`src/rtl/voice_alloc_if.sv`:
```
// voice_alloc_if: event handshake, voice-done feedback and voice configuration bus of voice_alloc.
// The slave modport is the scheduler's view; master is the event source / voice datapath side.
interface voice_alloc_if #(
    parameter int NUM_VOICES = 8
);
    localparam int IDX_W = $clog2(NUM_VOICES);

    logic             ev_valid;
    logic             ev_ready;
    logic             ev_on;
    logic [6:0]       ev_key;
    logic [6:0]       ev_vel;
    logic             voice_done;
    logic [IDX_W-1:0] voice_done_idx;
    logic             voice_we;
    logic [IDX_W-1:0] voice_idx;
    logic [6:0]       voice_key;
    logic [6:0]       voice_vel;
    logic             voice_gate;
    logic [4:0]       active_count;
    logic [15:0]      drop_count;

    modport master (
        output ev_valid, ev_on, ev_key, ev_vel, voice_done, voice_done_idx,
        input  ev_ready, voice_we, voice_idx, voice_key, voice_vel, voice_gate,
               active_count, drop_count
    );

    modport slave (
        input  ev_valid, ev_on, ev_key, ev_vel, voice_done, voice_done_idx,
        output ev_ready, voice_we, voice_idx, voice_key, voice_vel, voice_gate,
               active_count, drop_count
    );
endinterface

```
`src/rtl/voice_alloc.sv`:
```
// voice_alloc: polyphony scheduler that assigns, retriggers, releases and steals synth voices.
// Optional macro VOICE_STEAL_EN: steal the oldest held voice when no free or releasing voice exists.
module voice_alloc #(
    parameter int NUM_VOICES = 8,
    parameter int AGE_W      = 8
) (
    input  logic         CLK,
    input  logic         RESET,
    voice_alloc_if.slave bus
);
    localparam int IDX_W = $clog2(NUM_VOICES);
    localparam logic [IDX_W-1:0] LAST_IDX = IDX_W'(NUM_VOICES - 1);

    localparam logic [1:0] ST_IDLE   = 2'd0;
    localparam logic [1:0] ST_SCAN   = 2'd1;
    localparam logic [1:0] ST_COMMIT = 2'd2;

    localparam logic [1:0] VS_FREE = 2'd0;
    localparam logic [1:0] VS_HELD = 2'd1;
    localparam logic [1:0] VS_REL  = 2'd2;

    function automatic logic [AGE_W-1:0] age_inc(input logic [AGE_W-1:0] a);
        return (&a) ? a : a + AGE_W'(1);
    endfunction

    function automatic logic [15:0] drop_inc(input logic [15:0] d);
        return (&d) ? d : d + 16'd1;
    endfunction

    logic [1:0]       state_q;
    logic             rdy_q;
    logic [IDX_W-1:0] scan_q;
    logic             on_q;
    logic [6:0]       key_q;
    logic [6:0]       vel_q;

    logic [1:0]       vst_q  [NUM_VOICES];
    logic [6:0]       vkey_q [NUM_VOICES];
    logic [AGE_W-1:0] vage_q [NUM_VOICES];
    logic [1:0]       vst_n  [NUM_VOICES];
    logic [6:0]       vkey_n [NUM_VOICES];
    logic [AGE_W-1:0] vage_n [NUM_VOICES];

    logic             m_f_q, m_held_q, fr_f_q, rl_f_q, hd_f_q;
    logic [IDX_W-1:0] m_idx_q, fr_idx_q, rl_idx_q, hd_idx_q;
    logic [AGE_W-1:0] rl_age_q, hd_age_q;
    logic             m_f_n, m_held_n, fr_f_n, rl_f_n, hd_f_n;
    logic [IDX_W-1:0] m_idx_n, fr_idx_n, rl_idx_n, hd_idx_n;
    logic [AGE_W-1:0] rl_age_n, hd_age_n;

    logic [1:0]       cur_st;
    logic [6:0]       cur_key;
    logic [AGE_W-1:0] cur_age;

    logic             t_f;
    logic [IDX_W-1:0] t_idx;
    logic             tgt_f_q;
    logic [IDX_W-1:0] tgt_idx_q;

    logic             we_q;
    logic [IDX_W-1:0] idx_q;
    logic [6:0]       okey_q;
    logic [6:0]       ovel_q;
    logic             gate_q;
    logic [4:0]       active_q;
    logic [4:0]       active_n;
    logic [15:0]      drop_q;

    // Scan stage: fold the voice under the scan index into the running decision.
    always_comb begin
        cur_st   = vst_q[scan_q];
        cur_key  = vkey_q[scan_q];
        cur_age  = vage_q[scan_q];
        m_f_n    = m_f_q;
        m_held_n = m_held_q;
        m_idx_n  = m_idx_q;
        fr_f_n   = fr_f_q;
        fr_idx_n = fr_idx_q;
        rl_f_n   = rl_f_q;
        rl_idx_n = rl_idx_q;
        rl_age_n = rl_age_q;
        hd_f_n   = hd_f_q;
        hd_idx_n = hd_idx_q;
        hd_age_n = hd_age_q;
        if (cur_st != VS_FREE && cur_key == key_q && !m_f_q) begin
            m_f_n    = 1'b1;
            m_held_n = (cur_st == VS_HELD);
            m_idx_n  = scan_q;
        end
        if (cur_st == VS_FREE && !fr_f_q) begin
            fr_f_n   = 1'b1;
            fr_idx_n = scan_q;
        end
        if (cur_st == VS_REL && (!rl_f_q || cur_age > rl_age_q)) begin
            rl_f_n   = 1'b1;
            rl_idx_n = scan_q;
            rl_age_n = cur_age;
        end
        if (cur_st == VS_HELD && (!hd_f_q || cur_age > hd_age_q)) begin
            hd_f_n   = 1'b1;
            hd_idx_n = scan_q;
            hd_age_n = cur_age;
        end
    end

    // Target selection from the decision including the final scanned voice.
    always_comb begin
        t_f   = 1'b0;
        t_idx = '0;
        if (on_q) begin
            if (m_f_n) begin
                t_f   = 1'b1;
                t_idx = m_idx_n;
            end else if (fr_f_n) begin
                t_f   = 1'b1;
                t_idx = fr_idx_n;
            end else if (rl_f_n) begin
                t_f   = 1'b1;
                t_idx = rl_idx_n;
            end
`ifdef VOICE_STEAL_EN
            else if (hd_f_n) begin
                t_f   = 1'b1;
                t_idx = hd_idx_n;
            end
`endif
        end else if (m_f_n && m_held_n) begin
            t_f   = 1'b1;
            t_idx = m_idx_n;
        end
    end

    // Table update: done pulses first, then the commit result overrides for its target.
    always_comb begin
        active_n = '0;
        for (int v = 0; v < NUM_VOICES; v++) begin
            vst_n[v]  = vst_q[v];
            vkey_n[v] = vkey_q[v];
            vage_n[v] = vage_q[v];
            if (bus.voice_done && bus.voice_done_idx == IDX_W'(v) && vst_q[v] == VS_REL)
                vst_n[v] = VS_FREE;
            if (state_q == ST_COMMIT) begin
                if (on_q) begin
                    if (tgt_f_q && tgt_idx_q == IDX_W'(v)) begin
                        vst_n[v]  = VS_HELD;
                        vkey_n[v] = key_q;
                        vage_n[v] = '0;
                    end else if (vst_n[v] != VS_FREE) begin
                        vage_n[v] = age_inc(vage_q[v]);
                    end
                end else if (tgt_f_q && tgt_idx_q == IDX_W'(v)) begin
                    vst_n[v] = VS_REL;
                end
            end
            active_n = active_n + 5'(vst_n[v] != VS_FREE);
        end
    end

    always_ff @(posedge CLK) begin
        if (RESET) begin
            state_q   <= ST_IDLE;
            rdy_q     <= 1'b0;
            scan_q    <= '0;
            on_q      <= 1'b0;
            key_q     <= '0;
            vel_q     <= '0;
            m_f_q     <= 1'b0;
            m_held_q  <= 1'b0;
            m_idx_q   <= '0;
            fr_f_q    <= 1'b0;
            fr_idx_q  <= '0;
            rl_f_q    <= 1'b0;
            rl_idx_q  <= '0;
            rl_age_q  <= '0;
            hd_f_q    <= 1'b0;
            hd_idx_q  <= '0;
            hd_age_q  <= '0;
            tgt_f_q   <= 1'b0;
            tgt_idx_q <= '0;
            we_q      <= 1'b0;
            idx_q     <= '0;
            okey_q    <= '0;
            ovel_q    <= '0;
            gate_q    <= 1'b0;
            active_q  <= '0;
            drop_q    <= '0;
            for (int v = 0; v < NUM_VOICES; v++) begin
                vst_q[v]  <= VS_FREE;
                vkey_q[v] <= '0;
                vage_q[v] <= '0;
            end
        end else begin
            we_q     <= 1'b0;
            vst_q    <= vst_n;
            vkey_q   <= vkey_n;
            vage_q   <= vage_n;
            active_q <= active_n;
            case (state_q)
                ST_IDLE: begin
                    rdy_q <= 1'b1;
                    if (bus.ev_valid && rdy_q) begin
                        rdy_q   <= 1'b0;
                        on_q    <= bus.ev_on && (bus.ev_vel != 7'd0);
                        key_q   <= bus.ev_key;
                        vel_q   <= bus.ev_vel;
                        scan_q  <= '0;
                        m_f_q   <= 1'b0;
                        fr_f_q  <= 1'b0;
                        rl_f_q  <= 1'b0;
                        hd_f_q  <= 1'b0;
                        state_q <= ST_SCAN;
                    end
                end
                ST_SCAN: begin
                    m_f_q    <= m_f_n;
                    m_held_q <= m_held_n;
                    m_idx_q  <= m_idx_n;
                    fr_f_q   <= fr_f_n;
                    fr_idx_q <= fr_idx_n;
                    rl_f_q   <= rl_f_n;
                    rl_idx_q <= rl_idx_n;
                    rl_age_q <= rl_age_n;
                    hd_f_q   <= hd_f_n;
                    hd_idx_q <= hd_idx_n;
                    hd_age_q <= hd_age_n;
                    scan_q   <= scan_q + IDX_W'(1);
                    if (scan_q == LAST_IDX) begin
                        state_q   <= ST_COMMIT;
                        tgt_f_q   <= t_f;
                        tgt_idx_q <= t_idx;
                        if (t_f) begin
                            we_q   <= 1'b1;
                            idx_q  <= t_idx;
                            okey_q <= key_q;
                            ovel_q <= on_q ? vel_q : 7'd0;
                            gate_q <= on_q;
                        end
                    end
                end
                ST_COMMIT: begin
                    state_q <= ST_IDLE;
                    rdy_q   <= 1'b1;
                    if (on_q && !tgt_f_q)
                        drop_q <= drop_inc(drop_q);
                end
                default: begin
                    state_q <= ST_IDLE;
                end
            endcase
        end
    end

    // A reset landing in the commit cycle suppresses the strobe already on the bus.
    assign bus.ev_ready     = rdy_q;
    assign bus.voice_we     = we_q & ~RESET;
    assign bus.voice_idx    = idx_q;
    assign bus.voice_key    = okey_q;
    assign bus.voice_vel    = ovel_q;
    assign bus.voice_gate   = gate_q;
    assign bus.active_count = active_q;
    assign bus.drop_count   = drop_q;
endmodule

```
`src/flat_wrapper.sv`:
```
// flat-port wrapper written by rule: the top's interface ports become plain ports
module voice_alloc_flat 
#(
    parameter int NUM_VOICES = 8,
    parameter int AGE_W      = 8
)
  (CLK, RESET, bus_ev_valid, bus_ev_on, bus_ev_key, bus_ev_vel, bus_voice_done, bus_voice_done_idx, bus_ev_ready, bus_voice_we, bus_voice_idx, bus_voice_key, bus_voice_vel, bus_voice_gate, bus_active_count, bus_drop_count);
  voice_alloc_if #(.NUM_VOICES(NUM_VOICES)) bus_i ();
  input  logic CLK;
  input  logic RESET;
  input wire logic [$bits(bus_i.ev_valid)-1:0] bus_ev_valid;
  input wire logic [$bits(bus_i.ev_on)-1:0] bus_ev_on;
  input wire logic [$bits(bus_i.ev_key)-1:0] bus_ev_key;
  input wire logic [$bits(bus_i.ev_vel)-1:0] bus_ev_vel;
  input wire logic [$bits(bus_i.voice_done)-1:0] bus_voice_done;
  input wire logic [$bits(bus_i.voice_done_idx)-1:0] bus_voice_done_idx;
  output wire logic [$bits(bus_i.ev_ready)-1:0] bus_ev_ready;
  output wire logic [$bits(bus_i.voice_we)-1:0] bus_voice_we;
  output wire logic [$bits(bus_i.voice_idx)-1:0] bus_voice_idx;
  output wire logic [$bits(bus_i.voice_key)-1:0] bus_voice_key;
  output wire logic [$bits(bus_i.voice_vel)-1:0] bus_voice_vel;
  output wire logic [$bits(bus_i.voice_gate)-1:0] bus_voice_gate;
  output wire logic [$bits(bus_i.active_count)-1:0] bus_active_count;
  output wire logic [$bits(bus_i.drop_count)-1:0] bus_drop_count;
  assign bus_i.ev_valid = bus_ev_valid;
  assign bus_i.ev_on = bus_ev_on;
  assign bus_i.ev_key = bus_ev_key;
  assign bus_i.ev_vel = bus_ev_vel;
  assign bus_i.voice_done = bus_voice_done;
  assign bus_i.voice_done_idx = bus_voice_done_idx;
  assign bus_ev_ready = bus_i.ev_ready;
  assign bus_voice_we = bus_i.voice_we;
  assign bus_voice_idx = bus_i.voice_idx;
  assign bus_voice_key = bus_i.voice_key;
  assign bus_voice_vel = bus_i.voice_vel;
  assign bus_voice_gate = bus_i.voice_gate;
  assign bus_active_count = bus_i.active_count;
  assign bus_drop_count = bus_i.drop_count;
  voice_alloc #(.NUM_VOICES(NUM_VOICES), .AGE_W(AGE_W)) u_core (.CLK(CLK), .RESET(RESET), .bus(bus_i));
endmodule
```
`config.mk`:
```
export PLATFORM = sky130hd
export DESIGN_NAME = voice_alloc_flat
export DESIGN_NICKNAME = d
export VERILOG_FILES = /design/src/rtl/voice_alloc_if.sv /design/src/rtl/voice_alloc.sv /design/src/flat_wrapper.sv
export SDC_FILE = /design/constraint.sdc
export NUM_CORES = 1
export LEC_CHECK = 0
export BUFFER_PORTS_ARGS = -buffer_cell sky130_fd_sc_hd__buf_4
export CAP_MARGIN = 20
export CORE_MARGIN = 1
export CORE_UTILIZATION = 54
export DETAILED_ROUTE_END_ITERATION = 8
export PLACE_DENSITY = 0.74
export SLEW_MARGIN = 40
export SYNTH_ARGS = -nofsm -noshare
export SYNTH_HDL_FRONTEND = slang
export SYNTH_SLANG_ARGS = --single-unit
```
`constraint.sdc`:
```
create_clock -name CLK -period 3.7 [get_ports CLK]
set_input_delay 0 -clock CLK [delete_from_list [all_inputs] [get_ports CLK]]
set_output_delay 0 -clock CLK [all_outputs]
set_load 0.1 [all_outputs]
```
Word-level counts from Yosys, hierarchy flattened
Cells that the tools add are included.
{"block": "totals", "reg_bits": 222, "inputBits": 22}
{"block": "classes", "order_cmp": 2, "n_eq_ne": 38, "n_reduce_logical": 102, "bitwise": 6, "mux": 103, "addsub": 17}
{"op": "two-way mux 8 bit", "count": 26}
{"op": "two-way mux 2 bit", "count": 44}
{"op": "adder 8 x 1 -> 8 bit, second input constant", "count": 8}
{"op": "AND reduction 8 bit", "count": 8}
{"op": "nonzero test 2 bit", "count": 27}
{"op": "logical AND 1 bit", "count": 32}
{"op": "AND reduction 4 bit", "count": 8}
{"op": "adder 5 x 1 -> 5 bit", "count": 6}
{"op": "AND reduction 3 bit", "count": 10}
{"op": "== test 3 bit, second input constant", "count": 9}
{"op": "two-way mux 3 bit", "count": 9}
{"op": "binary-select mux 8 bit (select 3 bit)", "count": 1}
{"op": "binary-select mux 7 bit (select 3 bit)", "count": 1}
{"op": "two-way mux 7 bit", "count": 3}
{"op": "== test 2 bit, second input constant", "count": 10}
{"op": "!= test 2 x 1 -> 1 bit, second input constant", "count": 9}
{"op": "adder 16 x 1 -> 16 bit, second input constant", "count": 1}
{"op": "AND reduction 16 bit", "count": 1}
{"op": "== test 3 x 2 -> 1 bit, second input constant", "count": 4}
{"op": "two-way mux 1 bit", "count": 12}
{"op": "AND reduction 2 bit", "count": 5}
{"op": "> comparator 8 bit", "count": 1}
{"op": "case mux 1 bit (2 select lines)", "count": 4}
{"op": "== test 7 bit", "count": 1}
{"op": "other kinds (18)", "count": 28}

Logic depth before layout (Yosys ltp)
{"block": "logic_depth", "ltp_word": 15, "ltp_mapped": 16, "mapped_depth_nobuf": 14}

Worst setup path after synthesis
Ideal clock, no wire load.
{"block": "synth_path", "kind": "reg2reg", "from": "register u_core.scan_q[0]", "to": "register u_core.idx_q[2] (netlist: u_core.bus.voice_idx[2])", "stages_incl_launch_ff": 16, "slack_ns": -0.165, "setup_ns": 0.118, "arrival_ns": 3.747, "path_cell_list": "dfxtp_1 -> buf_6 -> buf_12 -> buf_4 -> buf_2 -> mux4_2 -> mux2_2 -> ha_1 -> a21o_1 -> a21oi_1 -> nor2b_1 -> o41a_1 -> nand2b_1 -> a221o_1 -> a32o_1 -> a22o_1"}
{"block": "synth_via", "elab_chain_cells": 13}
{"element": "from (decl)", "line_no": "voice_alloc.sv:32", "rtl": "logic [IDX_W-1:0] scan_q;"}
{"element": "from (signal assigned)", "line_no": "voice_alloc.sv:226", "rtl": "scan_q <= scan_q + IDX_W'(1);"}
{"element": "inverter 3 -> 4 bit (implied by the code) *", "line_no": "voice_alloc.sv:73", "rtl": "cur_age = vage_q[scan_q];"}
{"element": "binary-select mux 8 bit (select 3 bit) *", "line_no": "voice_alloc.sv:73"}
{"element": "two-way mux 8 bit (implied by the code) * (2 in a row)", "line_no": "voice_alloc.sv:73"}
{"element": "net u_core.cur_age[5]", "line_no": "voice_alloc.sv:53", "rtl": "logic [AGE_W-1:0] cur_age;"}
{"element": "> comparator 8 bit *", "line_no": "voice_alloc.sv:94", "rtl": "if (cur_st == VS_REL && (!rl_f_q || cur_age > rl_age_q)) begin"}
{"element": "logical OR 1 bit *", "line_no": "voice_alloc.sv:94"}
{"element": "logical AND 1 bit *", "line_no": "voice_alloc.sv:94"}
{"element": "two-way mux 1 bit", "line_no": "voice_alloc.sv:94"}
{"element": "two-way mux 1 bit", "line_no": "voice_alloc.sv:117", "rtl": "end else if (rl_f_n) begin"}
{"element": "two-way mux 1 bit", "line_no": "voice_alloc.sv:114", "rtl": "end else if (fr_f_n) begin"}
{"element": "two-way mux 1 bit", "line_no": "voice_alloc.sv:111", "rtl": "if (m_f_n) begin"}
{"element": "two-way mux 1 bit", "line_no": "voice_alloc.sv:110", "rtl": "if (on_q) begin"}
{"element": "AND reduction 3 bit (no line)"}
{"element": "to (signal assigned)", "line_no": "voice_alloc.sv:233", "rtl": "idx_q <= t_idx;"}
{"element": "to (decl)", "line_no": "voice_alloc.sv:61", "rtl": "logic [IDX_W-1:0] idx_q;"}
Mark *: on every way through the listed nets, which the timed path passes. The rest lies on a longest branch. The select of a mux whose other input is x is not followed.
A chain may end at the register's enable or synchronous reset.

Worst setup path after layout
{"block": "layout_path", "from": "register u_core.vst_q[14] in the netlist's numbering", "to": "register u_core.active_q[1] (netlist: u_core.bus.active_count[1])"}
{"block": "layout_via", "elab_chain_cells": 14}
{"element": "from (decl)", "line_no": "voice_alloc.sv:37", "rtl": "logic [1:0] vst_q [NUM_VOICES];"}
{"element": "from (signal assigned)", "line_no": "voice_alloc.sv:194", "rtl": "vst_q <= vst_n;"}
{"element": "== test 2 bit", "line_no": "voice_alloc.sv:140", "rtl": "if (bus.voice_done && bus.voice_done_idx == IDX_W'(v) && vst_q[v] == VS_REL)"}
{"element": "logical AND 1 bit", "line_no": "voice_alloc.sv:140"}
{"element": "two-way mux 2 bit *", "line_no": "voice_alloc.sv:140"}
{"element": "two-way mux 2 bit, on equally long branches", "line_no": "voice_alloc.sv:151, voice_alloc.sv:144"}
{"element": "two-way mux 2 bit", "line_no": "voice_alloc.sv:143", "rtl": "if (on_q) begin"}
{"element": "two-way mux 2 bit *", "line_no": "voice_alloc.sv:142", "rtl": "if (state_q == ST_COMMIT) begin"}
{"element": "nonzero test 2 bit *", "line_no": "voice_alloc.sv:155", "rtl": "active_n = active_n + 5'(vst_n[v] != VS_FREE);"}
{"element": "adder 1 x 1 -> 2 bit *", "line_no": "voice_alloc.sv:155"}
{"element": "adder 5 x 1 -> 5 bit * (6 in a row)", "line_no": "voice_alloc.sv:155"}
{"element": "to (signal assigned)", "line_no": "voice_alloc.sv:197", "rtl": "active_q <= active_n;"}
{"element": "to (decl)", "line_no": "voice_alloc.sv:65", "rtl": "logic [4:0] active_q;"}
Mark *: on every way between the ends. The rest lies on a longest branch, timed or not.

==> reports/metrics.yaml <==
global_routing:
  grt_first_pass_wirelength_um: 43410
  antenna_found_initial: 0
  overflow: 0
  grt.total_usage_pct: 27.50
  grt_max_degree: 51
  grt_pass1_vias: 8468
finish:
  final_util_pct: 65.91
  fin_cells: 1540
  fin_area_mm2: 0.01241
  synthToLayoutAreaGrowth_pct: 18.59
  nNetsFinal: 1312
  drive_above_1_share_pct: 15.70
  n_antenna_cell: 0
timing:
  max_freq_ghz: 0.2817
  worst_pin_slew_ps: 721.5
  setup_violations: 0
  finClkSkew_ps: 22.00
  relSlewSlack_pct: 51.27
  fin_tns_setup_ps: 0
  post-route-period-util_pct: 95.93
  slew_violations: 0
  finalHoldViolations: 0
  finalCriticalPeriod_ps: 3549
  rsz0062_at_grt: "no"
placement:
  routabilityCongestion: 0.9211
  dpl.hpwl_um: 18940
  place_inst: 1474
  post_dp_cell_area_mm2: 0.01132
  port_buffers: 61
floorplanning:
  initial_core_util_pct: 55.57
  die_w_um: 141.2
  boundaryPins: 63
  die_h_um: 141.2
  row_count: 50
  die_area_mm2: 0.01994
  fp.coreArea_mm2: 0.01883
synth:
  yosys.area.top_type: "dfxtp_1"
  async_reset_ff_share_pct: 0
  syn_nets: 1223
  synthFlopType: "dfxtp_1"
  synth-seq-area-share_pct: 42.28
  synth_seq_cells: 221
  synth_edf_count: 0
  syn_inst: 1175
  synth_cell_types: 62
  synth_top_area_share_pct: 42.28
  netlist_top_cells_area: "dfxtp_1 42%, nand2_1 5.9%, mux2i_1 5.4%, nor2_1 5.3%, mux4_2 5.2%"
  syn_area_mm2: 0.01047
  syn_avg_cell_area_um2: 8.906
  yosysMostFrequentCell: "dfxtp_1"
  ys_top_cells_by_count: "221 x dfxtp_1, 165 x nand2_1, 147 x nor2_1, 105 x a21oi_1, 56 x mux2i_1"
  yosys_warnings: 0
detailed_routing:
  first_pass_iters: 7
  via_per_inst: 5.719
  drc_errors: 0
  drt_iter0_markers: 556
  drt-wirelength-per-cell_um: 17.51
  num_vias: 8807
  finalWirelength_um: 26960
  antenna_left: 0
critical_path:
  path_cells: "o41ai_1 -> nand3_1 -> ha_1 -> fa_1 -> inv_1 -> fa_1 -> inv_1 -> fa_1 -> inv_1 -> fa_1 -> nor2_1"
  reg2reg_setup_slack_ps: 150
  timing.rr.start: "u_core.vst_q[14]$_SDFF_PP0_"
  cp_common_cell: "fa_1"
  worst_path_max_delay_cell: "fa_1"
  r2r_cells: 11
  rr_endpoint: "u_core.bus.active_count[1]$_SDFF_PP0_"
  cp.arrival_ps: 4010
  crit_path_max_incr_delay_ps: 540
  crit_path_start_kind: "flop"
  path_class: "reg2reg"
  endpoint_kind: "flop"
  path_max_fanout: 4
  crit_required_ps: 4160
clock_network:
  clkTransAtPathRegs_ps: 70
  clk_path_buf_depth: 3
  cts_sinks: 221
  h-tree-depth: 1
  cts_setup_buffers: 0
  clkLatencyLatePin_ps: 540
  root_buffer: "clkbuf_16"
  cts_made_buffers: 24
  cts_tree: "built"
power_and_ir_drop:
  p_comb_share_pct: 4.3
  swShare_pct: 21.94
  seqPwrFrac_pct: 46.6
  vdd_ir_drop_max_uv: 444.6
  p_int_mw: 4.042
  power_mw: 5.178
  pwr-share-clk_pct: 49.1
  leakagePower_nw: 4.633
  pwr_density_cell_mw_per_mm2: 417.2
  power.switching_mw: 1.136
job:
  cap_violations: 0
min_path:
  hold_class: "in2reg"
  hp-start: "bus_voice_done_idx[2]"
  hold_depth: 4
  whs_endpoint: "u_core.vst_q[1]$_SDFF_PP0_"
status:
  status: "finished, final reports clean"
==> stage by stage <==
step                      setup WS [ps]  hold slack [ps]
after floorplan                 0.02220            136.0
after global placement            231.0            249.5
after detailed placement          180.8            258.7
after CTS                         154.7            32.81
after global routing              5.445            79.36
final                             150.6            41.14
==> sequential cells by signal (all words and copies together) (netlist names), 7 cells and up <==
| register | cells |
|---|---|
| u_core.vel_q | 7 |
| u_core.vst_q | 16 |
| u_core.bus.drop_count | 16 |
| u_core.vage_q | 64 |
| u_core.key_q | 7 |
| u_core.bus.voice_key | 7 |
| u_core.bus.voice_vel | 7 |
| u_core.rl_age_q | 8 |
| u_core.vkey_q | 56 |
==> worst max-delay path: cells and delay by family (launching register included) <==
family | cells | cell delay [ps]
buffers and inverters | 3 | 180
DFF | 1 | 340
adders and majority gates | 5 | 2250
and+or+nand+nor | 2 | 250
AOI/OAI and AO/OA | 1 | 460
==> worst max path at each step <==
| stage | startpoint | endpoint | slack, ps | depth (start not counted) |
|---|---|---|---|---|
| after global placement | u_core.vst_q[14]$_SDFF_PP0_ | u_core.bus.active_count[1]$_SDFF_PP0_ | 230 | 11 |
| after detailed placement | u_core.vst_q[14]$_SDFF_PP0_ | u_core.bus.active_count[1]$_SDFF_PP0_ | 180 | 11 |
| final | u_core.vst_q[14]$_SDFF_PP0_ | u_core.bus.active_count[1]$_SDFF_PP0_ | 150 | 11 |
| after floorplan | u_core.scan_q[0]$_SDFFE_PP0P_ | u_core.bus.voice_idx[2]$_SDFFE_PP0P_ | 0.02 | 15 |
| after global routing | u_core.vst_q[14]$_SDFF_PP0_ | u_core.bus.active_count[1]$_SDFF_PP0_ | 5 | 11 |
| after CTS | u_core.vst_q[14]$_SDFF_PP0_ | u_core.bus.active_count[1]$_SDFF_PP0_ | 150 | 11 |
==> placed cells by master (no fill, tap or decap), drive strengths merged, types with 11 or more instances in the layout <==
master | Yosys | routed
a211oi | 11 | 11
a21oi | 106 | 106
and3 | 12 | 12
buf | 13 | 105
clkbuf | 53 | 35
dfxtp | 221 | 221
dlygate4sd3 | 0 | 24
ha | 22 | 22
inv | 28 | 28
mux2 | 17 | 17
mux2i | 56 | 56
mux4 | 28 | 28
nand2 | 165 | 165
nand2b | 16 | 16
nand3 | 35 | 35
nand4 | 25 | 25
nor2 | 147 | 147
nor2b | 13 | 13
o21ai | 32 | 32
or3 | 19 | 19
xor2 | 43 | 43
==> cell families (layout without fill, tap and decap cells) <==
group,count (synthesis),in the layout,share of synthesized area (%)
xor gates and xnor gates,52,52,4.352
other,1,1,0.03583
and+or+nand+nor,477,477,21.10
muxes,101,101,13.39
buffers and inverters,94,199,3.826
AOI/OAI and AO/OA,203,203,11.62
DFF,221,221,42.28
adders and majority gates,26,26,3.395
==> power groups by stage <==
stage,Combinational (mW),Clock [mW],Sequential [mW]
4_1_cts,0.221,2.57,2.41
3_5_place_dp,0.201,0,2.46
6_report,0.223,2.54,2.41
5_1_grt,0.239,2.67,2.41
2_1_floorplan,0.143,0,2.46
3_3_place_gp,0.197,0,2.46
==> per-layer routing <==
layer / vias to the layer above / global-route usage [%] / wire length [um]
met5: - / 0 / 0
met4: 0 / 9.497 / 790
met3: 58 / 3.940 / 1528
met2: 234 / 46.61 / 13270
met1: 4252 / 35.81 / 11370
li1: 4263 / - / -
==> final cells by class <==
class                      instances  area, um2
clock buffer                      35      681.9
timing repair buffer             129       1041
inverter                          28      105.1
multi-input combinational        860       5665
clock inverter                     7      162.7
sequential                       221       4429
tap                              260      325.3
fill                            1519       6420
==> repair_timing <==
item	in CTS	in global routing
hold endpoints to repair	54	0
endpoints found under the setup margin	0	4
gates resized for setup	0	2
hold buffers	24	0
No activity file was read; power rests on OpenSTA's default activity.
